[config.mk]
export PLATFORM = sky130hd
export DESIGN_NAME = mult_hilo_unit
export DESIGN_NICKNAME = d
export VERILOG_FILES = /design/src/rtl/mult_hilo_unit.sv
export SDC_FILE = /design/constraint.sdc
export NUM_CORES = 1
export LEC_CHECK = 0
export ABC_AREA = 1
export BUFFER_PORTS_ARGS = -buffer_cell sky130_fd_sc_hd__buf_2
export CELL_PAD_IN_SITES_DETAIL_PLACEMENT = 2
export CELL_PAD_IN_SITES_GLOBAL_PLACEMENT = 2
export CORE_MARGIN = 3
export CORE_UTILIZATION = 34
export DETAILED_ROUTE_END_ITERATION = 10
export PLACE_DENSITY = 0.82
export SLEW_MARGIN = 30
export SYNTH_ARGS = -nofsm -noshare
export SYNTH_HDL_FRONTEND = slang
export SYNTH_SLANG_ARGS = --single-unit
[constraint.sdc]
create_clock -name clk -period 15.5 [get_ports clk]
set_input_delay 1.55 -clock clk [delete_from_list [all_inputs] [get_ports clk]]
set_output_delay 1.55 -clock clk [all_outputs]
set_load 0.02 [all_outputs]
[src/rtl/mult_hilo_unit.sv]
// Iterative shift-add unsigned multiplier with architectural HI/LO registers.
// One product bit retires per cycle; HI/LO update atomically when the last bit retires.
module mult_hilo_unit #(
    parameter int unsigned WIDTH = 32
) (
    input  logic             clk,
    input  logic             rst,
    input  logic             mult_enable,
    input  logic [WIDTH-1:0] a,
    input  logic [WIDTH-1:0] b,
    input  logic             sfmux_high,
    input  logic             sf2reg,
    output logic [WIDTH-1:0] sf_out,
    output logic [WIDTH-1:0] hi,
    output logic [WIDTH-1:0] lo,
    output logic             busy,
    output logic             done,
    output logic             stall
);

    localparam int unsigned CntW = $clog2(WIDTH) + 1;

    typedef enum logic [0:0] {StIdle, StRun} state_e;

    state_e               state_q, state_d;
    logic [CntW-1:0]      cnt_q, cnt_d;
    logic [2*WIDTH-1:0]   p_q, p_d;
    logic [WIDTH-1:0]     m_q, m_d;
    logic [WIDTH-1:0]     hi_q, hi_d;
    logic [WIDTH-1:0]     lo_q, lo_d;
    logic                 done_q, done_d;

    logic [WIDTH-1:0]     addend;
    logic [WIDTH:0]       sum;
    logic [2*WIDTH-1:0]   p_shift;

    // Carry out of the upper-half add shifts into the product MSB.
    always_comb begin
        addend  = p_q[0] ? m_q : '0;
        sum     = {1'b0, p_q[2*WIDTH-1:WIDTH]} + {1'b0, addend};
        p_shift = {sum, p_q[WIDTH-1:1]};
    end

    always_comb begin
        state_d = state_q;
        cnt_d   = cnt_q;
        p_d     = p_q;
        m_d     = m_q;
        hi_d    = hi_q;
        lo_d    = lo_q;
        done_d  = 1'b0;
        unique case (state_q)
            StIdle: begin
                if (mult_enable) begin
                    m_d     = a;
                    p_d     = {{WIDTH{1'b0}}, b};
                    cnt_d   = '0;
                    state_d = StRun;
                end
            end
            StRun: begin
                p_d   = p_shift;
                cnt_d = cnt_q + CntW'(1);
                if (cnt_q == CntW'(WIDTH - 1)) begin
                    hi_d    = p_shift[2*WIDTH-1:WIDTH];
                    lo_d    = p_shift[WIDTH-1:0];
                    done_d  = 1'b1;
                    state_d = StIdle;
                end
            end
            default: state_d = StIdle;
        endcase
    end

    always_ff @(posedge clk or posedge rst) begin
        if (rst) begin
            state_q <= StIdle;
            cnt_q   <= '0;
            p_q     <= '0;
            m_q     <= '0;
            hi_q    <= '0;
            lo_q    <= '0;
            done_q  <= 1'b0;
        end else begin
            state_q <= state_d;
            cnt_q   <= cnt_d;
            p_q     <= p_d;
            m_q     <= m_d;
            hi_q    <= hi_d;
            lo_q    <= lo_d;
            done_q  <= done_d;
        end
    end

    always_comb begin
        hi     = hi_q;
        lo     = lo_q;
        done   = done_q;
        busy   = (state_q == StRun);
        stall  = busy & sf2reg;
        sf_out = sfmux_high ? hi_q : lo_q;
    end

endmodule

==> summary.txt, run 1 <==
status - finished clean
worst rel slew slack - 40.84%
Static Leakage - 0.006379 µW
final clock skew - 0.01457 ns
Seq/Total Area, Yosys - 44.02%
pins over their slew limit - 0
detailed placement HPWL - 26320 µm
crit end category - output port
Setup crit start - sfmux_high
Net Count, Synth - 1441
reg2reg end - hi[27]
WP data arrival - 2.50 ns
post-synth design cell area - 9550 µm²
Worst setup endpoint - sf_out[29]
routability cong. - 0.8628
via count - 9341
Max stage delay on crit path - 0.46 ns
VDD IR max - 0.00006344 V
Layout Cells excl Fill - 1870
hold_ws - 0.4753 ns
pre-CTS setup slack - 11.13 ns
nets - 1587
RSZ-0062 raised after global routing - no
DR WL/cell - 19.16 µm
# hold bufs at CTS - 0
area grow syn2layout - 18.12%
Via density - 4.995
Syn Inst Count - 1338
placed instance area - 10660 µm²
Yosys warning count - 0
crit start category - input port
Total GRT Usage - 23.99%
vias in the first global route - 10.21k
crit path cell chain - buf_4, nand2_1, o21ai_0, buf_2
fill count - 3258
DP Cell Count - 1836
share of cells above drive strength 1 - 15.50%
drt drc - 0
Antenna Nets Post-Route - 0
number of antenna violations at the first check in global routing - 1
worst setup margin - 11.45 ns
worst r2r src - p_q[0]
Setup CP Type - in -> out
total core area - 27250 µm²
R2R cell count - 16
number of port buffers - 167
routed wire length - 35840 µm
Syn Area/Cell - 7.138 µm²
Critical Path RT - 13.95 ns
Iteration-0 DRC Markers - 519
top post-synthesis cells by area - dfrtp_1 (44%), nand2_1 (22%), inv_1 (8.2%)
total grt overflow - 0
Post-Route Setup TNS - 0 ns
CTS resizes - 0
post-synth cell types - 34
Die Ht - 173.6 µm
Rows - 60
Clock Sinks - 168
deepest clock path buffer count - 2
# IOs - 168
crit path max-delay cell type - buf_4
Reg clk slew, reported paths - 0.08 ns
largest net degree at the start of global routing - 86
CTS tree - built
die area - 30140 µm²
pwr dens - 223.4 nW/µm²
postcts setup bufs - 0
Slew @ Worst Pin - 0.8865 ns
die width - 173.6 µm
max frequency - 247.0 MHz
number of synthesized register bits - 168
max-cap violation count - 0
leading area contributor after synthesis - dfrtp_1
period utilization - 26.12%
first-pass GRT wire length - 57600 µm
Inserted Clock Buffers - 17
area share of the largest cell type after synthesis - 44.02%
H-tree depth - 4
fin crit period - 4.048 ns
final instance area - 11280 µm²
worst hold path class - reg -> reg
Setup-failing EPs final - 0
DRT Pass-1 Iters - 4
Worst-Skew Late Latency - 0.45 ns
Initial Utilization - 35.05%
Clock Root Buffer - clkbuf_16
Fin. Hold Viols - 0
Critical Path Fanout Max - 64
Reg2Reg Setup Slack - 12.34 ns
==> registers in the layout (all words and copies together) (netlist names) <==
| name | count |
|---|---|
| p_q | 64 |
| hi | 32 |
| lo | 32 |
| m_q | 32 |
| cnt_q | 6 |
| busy | 1 |
| done | 1 |
==> logic make-up (layout without fill, tap and decap cells) <==
family	after synthesis	after routing	synth area share, %
AO/OA/AOI/OAI	167	167	9.852
XOR/XNOR	13	13	1.192
adder cells (fa/ha/maj)	34	34	4.533
buffers and inverters	261	420	11.14
flip-flops	168	168	44.02
other	0	1	0
AND/OR/NAND/NOR	695	695	29.27
==> area by class of cell <==
class | count | area, µm² | share of cell area, %
Multi-Input combinational cell | 909 | 4290 | 38.03
Antenna cell | 1 | 2.502 | 0.02218
Timing Repair Buffer | 176 | 925.9 | 8.208
Tap cell | 372 | 465.4 | 4.126
Clock buffer | 18 | 439.2 | 3.893
Sequential cell | 168 | 4205 | 37.28
Clock inverter | 14 | 151.4 | 1.342
Inverter | 212 | 800.8 | 7.099
==> layout by cell type, fill, tap and decap left out, drive strengths merged <==
master / instances
a21o: 1
clkinv: 5
a21oi: 25
clkinvlp: 1
clkbuf: 18
o221ai: 8
nand3: 67
a22oi: 13
nand3b: 4
ha: 33
o21bai: 3
or2: 2
a32o: 1
xor2: 2
fa: 1
inv: 220
dfrtp: 168
o21ai: 105
buf: 176
diode: 1
nand2: 559
o211ai: 11
nor3: 5
nand4: 5
xnor2: 11
nor2: 53
==> metrics by stage <==
step                util, %  total power [µW]
finish                41.40              2520
global route          41.40              2733
CTS                   41.28              2538
detailed placement    39.11              2066
global placement      39.11              1988
floorplan                 -              1615
==> critical path: cells and delay by family <==
kind                   cells  cell delay [ns]
AOI/OAI and AO/OA          1             0.12
buffers and inverters      2             0.67
and+or+nand+nor            1             0.15
==> worst min-delay path by stage <==
stage / startpoint / endpoint / slack [ns] / cells past startpoint
3_3_place_gp: m_q[2] / m_q[2] / 0.46 / 2
2_1_floorplan: m_q[0] / m_q[0] / 0.44 / 2
6_report: m_q[13] / m_q[13] / 0.48 / 2
5_1_grt: m_q[25] / m_q[25] / 0.50 / 2
4_1_cts: m_q[13] / m_q[13] / 0.48 / 2
3_5_place_dp: m_q[13] / m_q[13] / 0.46 / 2
==> routing by layer <==
metal | share of wire [%] | track usage, % | vias to the layer above
met5 | 0 | 0 | -
met4 | 1.3 | 5.999 | 0
met3 | 3.0 | 2.781 | 34
met2 | 48 | 40.77 | 177
met1 | 47 | 32.73 | 4710
li1 | - | - | 4420
==> synthesized netlist by cell type (all sizes together) <==
library cell  count
xnor2            11
inv             212
nor3              5
xor2              2
a22oi            13
ha               33
dfrtp           168
o221ai            8
buf              20
nand3b            4
nor2             53
a21oi            25
a32o              1
o21bai            3
a21o              1
clkbuf           29
fa                1
nand4             5
o211ai           11
or2               2
nand2           559
nand3            67
o21ai           105
==> power by group <==
group | internal, µW | switching, µW | leakage [µW]
clock network | 221 | 220 | 0.000288
logic | 398 | 875 | 0.00399
registers | 646 | 160 | 0.00210
(Power assumes the default switching activity.)
==> run 2: changes to the inputs <==
Settings changed: CORE_UTILIZATION 34 to 32, PLACE_DENSITY 0.82 to 0.77.
Clock period 15.5 ns to 3.8 ns, I/O delays scaled along.
==> run 2 against run 1 <==
Against the previous run:
- clock power rose to 4.5 times the previous value
- worst hold slack got worse by 0.41 ns
- design area rose by 0.62%
- largest power group unchanged
- critical path type is now reg -> reg
- highest routed layer is now met5
==> summary.txt, run 2 (synthesis gave the netlist of run 1 again) <==
status - finished clean (unchanged)
die area - 31950 µm² (was 30140 µm²)
Multi-input gate area - 4290 µm² (unchanged)
Post-Route Setup TNS - 0 ns (unchanged)
VDD IR max - 0.0003255 V (was 0.00006344 V)
CTS resizes - 0 (unchanged)
cell family with most CP delay - simple AND/OR/NAND/NOR gates (was buffers and inverters)
DR WL/cell - 18.60 µm (was 19.16 µm)
worst setup margin - 1.003 ns (was 11.45 ns)
crit end category - register (was output port)
most frequent cells in the layout - nand2_1 (550), inv_1 (208), dfrtp_1 (167), buf_2 (166), o21ai_0 (86) (was nand2_1 (550), inv_1 (207), dfrtp_1 (167), buf_2 (166), o21ai_0 (86))
routed wire length - 34990 µm (was 35840 µm)
worst path buffer plus inverter count - 4 (was 2)
drt drc - 0 (unchanged)
sequential cell area - 4205 µm² (unchanged)
Clock Sinks - 168 (unchanged)
Setup-failing EPs final - 0 (unchanged)
Total GRT Usage - 22.47% (was 23.99%)
pins over their slew limit - 0 (unchanged)
routability cong. - 0.8388 (was 0.8628)
Slew @ Worst Pin - 0.8288 ns (was 0.8865 ns)
max frequency - 357.5 MHz
Clock Root Buffer - clkbuf_16 (unchanged)
stages on the worst setup path - 16 (was 4)
number of antenna violations at the first check in global routing - 2 (was 1)
number of port buffers - 167 (unchanged)
Antenna Nets Post-Route - 0 (unchanged)
fill count - 3508 (was 3258)
detailed placement HPWL - 25810 µm (was 26320 µm)
period utilization - 73.61%
Worst setup endpoint - p_q[51] (was sf_out[29])
worst rel slew slack - 44.67% (was 40.84%)
largest net degree at the start of global routing - 93 (was 86)
R2R cell count - 16 (unchanged)
Critical Path RT - 4.13 ns (was 13.95 ns)
worst r2r src - p_q[0] (unchanged)
postcts setup bufs - 0 (unchanged)
crit path cell chain - buf_4, nand2_1, inv_1, ha_1, inv_1, fa_1, inv_1, nand3_1, nand3_1, nand3_1, nand3_1, nand2_1, nand2_1, nand2_1, nand3_1, nand2_1 (was buf_4, nand2_1, o21ai_0, buf_2)
# IOs - 168 (unchanged)
Via density - 4.864 (was 4.995)
max-cap violation count - 0 (unchanged)
pwr dens - 919.9 nW/µm² (was 223.4 nW/µm²)
WP data arrival - 3.13 ns (was 2.50 ns)
DRT Pass-1 Iters - 5 (was 4)
share of cells above drive strength 1 - 15.37% (was 15.50%)
vias in the first global route - 10.04k (was 10.21k)
die width - 178.8 µm (was 173.6 µm)
Iteration-0 DRC Markers - 452 (was 519)
reg2reg end - p_q[51] (was hi[27])
H-tree depth - 4 (unchanged)
Reg2Reg Setup Slack - 1.00 ns (was 12.34 ns)
total grt overflow - 0 (unchanged)
Setup CP Type - reg -> reg (was in -> out)
Initial Utilization - 32.83% (was 35.05%)
nets - 1586 (was 1587)
first-pass GRT wire length - 55630 µm (was 57600 µm)
deepest clock path buffer count - 2 (unchanged)
Max stage delay on crit path - 0.41 ns (was 0.46 ns)
final instance area - 11350 µm² (was 11280 µm²)
Rows - 62 (was 60)
Inserted Clock Buffers - 17 (unchanged)
Reg clk slew, reported paths - 0.08 ns (about the same)
fin crit period - 2.797 ns
Worst-Skew Late Latency - 0.45 ns (about the same)
total core area - 29090 µm² (was 27250 µm²)
crit path max-delay cell type - fa_1 (was buf_4)
final clock skew - 0.01055 ns (was 0.01457 ns)
Setup crit start - p_q[0] (was sfmux_high)
area grow syn2layout - 18.85% (was 18.12%)
RSZ-0062 raised after global routing - no (unchanged)
max reg flops - 64 (unchanged)
crit start category - register (was input port)
Critical Path Fanout Max - 33 (was 64)
worst hold path class - in -> async (was reg -> reg)
most common cell after layout, fill and taps aside - nand2_1 (unchanged)
pre-CTS setup slack - 1.062 ns (was 11.13 ns)
Most flops, register - p_q (unchanged)
Fin. Hold Viols - 0 (unchanged)
Die Ht - 178.8 µm (was 173.6 µm)
placed instance area - 10700 µm² (was 10660 µm²)
Static Leakage - 0.006402 µW (was 0.006379 µW)
via count - 9150 (was 9341)
CTS tree - built (unchanged)
# hold bufs at CTS - 0 (unchanged)
==> run 2: cell types whose count changed in the layout (fill, tap and decap cells not counted), sizes merged <==
cell	change
buf	-1
bufinv	+4
inv	-3
clkinv	-2
clkinvlp	+1
==> run 2: worst min-delay path by stage <==
stage          slack [ns]  startpoint       to
6_report             0.06         rst    lo[4]
4_1_cts              0.09         rst    lo[5]
2_1_floorplan        0.44      m_q[0]   m_q[0]
3_5_place_dp         0.47      m_q[3]   m_q[3]
5_1_grt              0.13         rst    lo[4]
3_3_place_gp         0.46     m_q[21]  m_q[21]
==> run 2: metrics by stage <==
stage	power, µW	hold WS (ns)	cells	util [%]
after floorplan	6590	0.4417	1338	-
after global placement	8203	0.4564	1848	36.77
after detailed placement	8480	0.4655	1848	36.77
after CTS	10560	0.09105	1880	39.00
after global routing	11350	0.1260	1881	39.02
final	10440	0.06118	1881	39.02
==> run 2: report_power, final <==
| group | internal, µW | switching, µW |
|---|---|---|
| logic | 1630 | 3540 |
| registers | 2640 | 644 |
| clock network | 1140 | 848 |
==> run 2: area by class of cell <==
type                       instances  share of cell area (%)
multi-input combinational        909                   37.80
sequential                       168                   37.05
timing repair buffer             175                   8.135
inverter                         212                   7.044
tap                              384                   4.233
clock buffer                      18                   3.869
clock inverter                    14                   1.852
antenna                            1                 0.02205
==> run 2: metal layers <==
layer	vias up	share of wire (%)	track usage (%)
met5	-	0.049	0
met4	2	1.2	4.610
met3	35	3.6	3.579
met2	152	47	38.36
met1	4552	48	30.17
li1	4409	-	-
==> run 3: changes to the inputs <==
Clock period 3.8 ns to 2.7 ns, I/O delays scaled along.
==> run 3 against run 2 <==
Against the previous run:
- routed wire length is 0.74% higher
- design area is 0.82% higher
- first-iteration DRC count is 14% lower
- largest cell class unchanged
- clock skew is 0.0034 ns higher
- register-to-register slack worse by 0.78 ns
- critical endpoint is now hi[29]
- maximum frequency is 13% higher
- worst hold slack worse by 0.034 ns
==> summary.txt, run 3 (synthesis gave the netlist of run 1 again) <==
met3 wire len - 1229 µm (was 1251 µm)
period utilization - 91.87% (was 73.61%)
Total Power - 14670 µW (was 10440 µW)
# IOs - 168 (unchanged)
DRT Pass-1 Iters - 5 (unchanged)
Setup CP Type - reg -> reg (unchanged)
area grow syn2layout - 19.82% (was 18.85%)
Total GRT Usage - 22.60% (was 22.47%)
crit path cell chain - buf_4, nand2_1, inv_1, ha_1, nand2_1, inv_1, nand2_1, nor3_1, nand2_1, nand2_2, nand2_1, nand2_1, nand2_1, nand3_1, nand2_1 (was buf_4, nand2_1, inv_1, ha_1, inv_1, fa_1, inv_1, nand3_1, nand3_1, nand3_1, nand3_1, nand2_1, nand2_1, nand2_1, nand3_1, nand2_1)
crit start category - register (unchanged)
Final Core Density - 39.34% (was 39.02%)
Rows - 62 (unchanged)
pwr dens - 1282 nW/µm² (was 919.9 nW/µm²)
nets - 1599 (was 1586)
max frequency - 403.1 MHz (was 357.5 MHz)
number of port buffers - 167 (unchanged)
routability cong. - 0.8349 (was 0.8388)
Net Switching - 7042 µW (was 5036 µW)
vias in the first global route - 10.07k (was 10.04k)
detailed placement HPWL - 26440 µm (was 25810 µm)
met2 wire len - 16380 µm (was 16550 µm)
Reg clk slew, reported paths - 0.07 ns (was 0.08 ns)
first-pass GRT wire length - 55900 µm (was 55630 µm)
max-cap violation count - 0 (unchanged)
largest net degree at the start of global routing - 81 (was 93)
cell mode on critical path - nand2_1
combinational share of power - 50.6% (was 49.5%)
placed instance area - 10800 µm² (was 10700 µm²)
Setup-failing EPs final - 0 (unchanged)
Clock Root Buffer - clkbuf_16 (unchanged)
VDD IR max - 0.0004501 V (was 0.0003255 V)
max reg flops - 64 (unchanged)
postcts setup bufs - 0 (unchanged)
Max stage delay on crit path - 0.44 ns (was 0.41 ns)
worst setup margin - 0.2194 ns (was 1.003 ns)
drt drc - 0 (unchanged)
top routing layer in use - met4 (was met5)
Multi-input gate area - 4304 µm² (was 4290 µm²)
deepest clock path buffer count - 2 (unchanged)
Static Leakage - 0.006440 µW (was 0.006402 µW)
hold_ws - 0.02679 ns (was 0.06118 ns)
via count - 9288 (was 9150)
Slew @ Worst Pin - 0.8841 ns (was 0.8288 ns)
worst hold path class - in -> reg (was in -> async)
Fin. Hold Viols - 0 (unchanged)
final instance area - 11440 µm² (was 11350 µm²)
share of cells above drive strength 1 - 16.43% (was 15.37%)
Clock Sinks - 168 (unchanged)
Most flops, register - p_q (unchanged)
Reg power frac - 31.5% (was 31.4%)
Pint - 7623 µW (was 5406 µW)
Via density - 4.906 (was 4.864)
CTS tree - built (unchanged)
most frequent cells in the layout - nand2_1 (550), inv_1 (207), dfrtp_1 (167), buf_2 (167), o21ai_0 (86) (was nand2_1 (550), inv_1 (208), dfrtp_1 (167), buf_2 (166), o21ai_0 (86))
Die Ht - 178.8 µm (unchanged)
clock share of power - 17.9% (was 19.0%)
die area - 31950 µm² (unchanged)
sequential cell area - 4205 µm² (unchanged)
WP data arrival - 2.80 ns (was 3.13 ns)
Antenna Nets Post-Route - 0 (unchanged)
number of antenna violations at the first check in global routing - 0 (was 2)
worst rel slew slack - 40.97% (was 44.67%)
Worst-Skew Late Latency - 0.44 ns (was 0.45 ns)
pre-CTS setup slack - 0.2555 ns (was 1.062 ns)
routed wire length - 35250 µm (was 34990 µm)
total grt overflow - 0 (unchanged)
H-tree depth - 4 (unchanged)
WL met1 - 17300 µm (was 16760 µm)
Initial Utilization - 32.83% (unchanged)
Inserted Clock Buffers - 17 (unchanged)
crit end category - register (unchanged)
n_diodes - 0 (was 1)
total core area - 29090 µm² (unchanged)
switching power share of the total - 48.02% (was 48.23%)
status - finished clean (unchanged)
most common cell after layout, fill and taps aside - nand2_1 (unchanged)
final clock skew - 0.01396 ns (was 0.01055 ns)
Critical Path Fanout Max - 6 (was 33)
pins over their slew limit - 0 (unchanged)
die width - 178.8 µm (unchanged)
DR WL/cell - 18.62 µm (was 18.60 µm)
crit path max-delay cell type - dfrtp_1 (was fa_1)
Critical Path RT - 3.02 ns (was 4.13 ns)
Iteration-0 DRC Markers - 387 (was 452)
fin crit period - 2.481 ns (was 2.797 ns)
fill count - 3564 (was 3508)
run 3: area by class of cell:
class | instances | share of cell area [%]
multi-input cells | 909 | 37.61
flip-flops and latches | 168 | 36.75
repair buffers | 188 | 9.031
inverters | 212 | 6.987
well taps | 384 | 4.199
clock buffers | 19 | 3.958
clock inverters | 13 | 1.465
run 3: what timing repair did:
action,in CTS,in global routing
setup endpoints to repair,0,1
hold buffers,1,0
endpoints found under the hold margin,57,0
gates resized for setup,0,5
run 3: metal layers:
metal	up-vias	GRT usage (%)
met5	-	0
met4	0	4.221
met3	25	3.537
met2	157	36.59
met1	4673	32.25
li1	4433	-
run 3: path summary, 6_finish.rpt:
path                            startpoint       to  slack (ns)  cells after the start
worst min register to register     m_q[13]  m_q[13]        0.48                      2
min in group asynchronous              rst    lo[4]        0.50                      4
worst max-delay path                p_q[0]   hi[29]        0.22                     15
worst max register to register      p_q[0]   hi[29]        0.22                     15
max in group asynchronous              rst     busy        1.76                      4
worst min-delay path                 a[21]  m_q[21]        0.03                      3
run 3: critical path, delay by kind of cell, from the launching register on:
family | cells | cell delay (ns)
DFF | 1 | 0.44
adders and majority gates | 1 | 0.37
buffers and inverters | 3 | 0.33
and+or+nand+nor | 11 | 1.21
run 3: stage by stage:
step                      TNS (ns)  cells
after floorplan                  0   1338
after global placement           0   1860
after detailed placement         0   1860
after CTS                        0   1893
after global routing      -0.01196   1893
final                            0   1893
run 3: power by group through the flow:
| stage | combinational, µW | sequential, µW | clock (µW) |
|---|---|---|---|
| floorplan | 4450 | 4820 | 0 |
| global placement | 7100 | 4570 | 0 |
| detailed placement | 7380 | 4640 | 0 |
| CTS | 7500 | 4620 | 2720 |
| global route | 8400 | 4780 | 2810 |
| finish | 7420 | 4620 | 2630 |
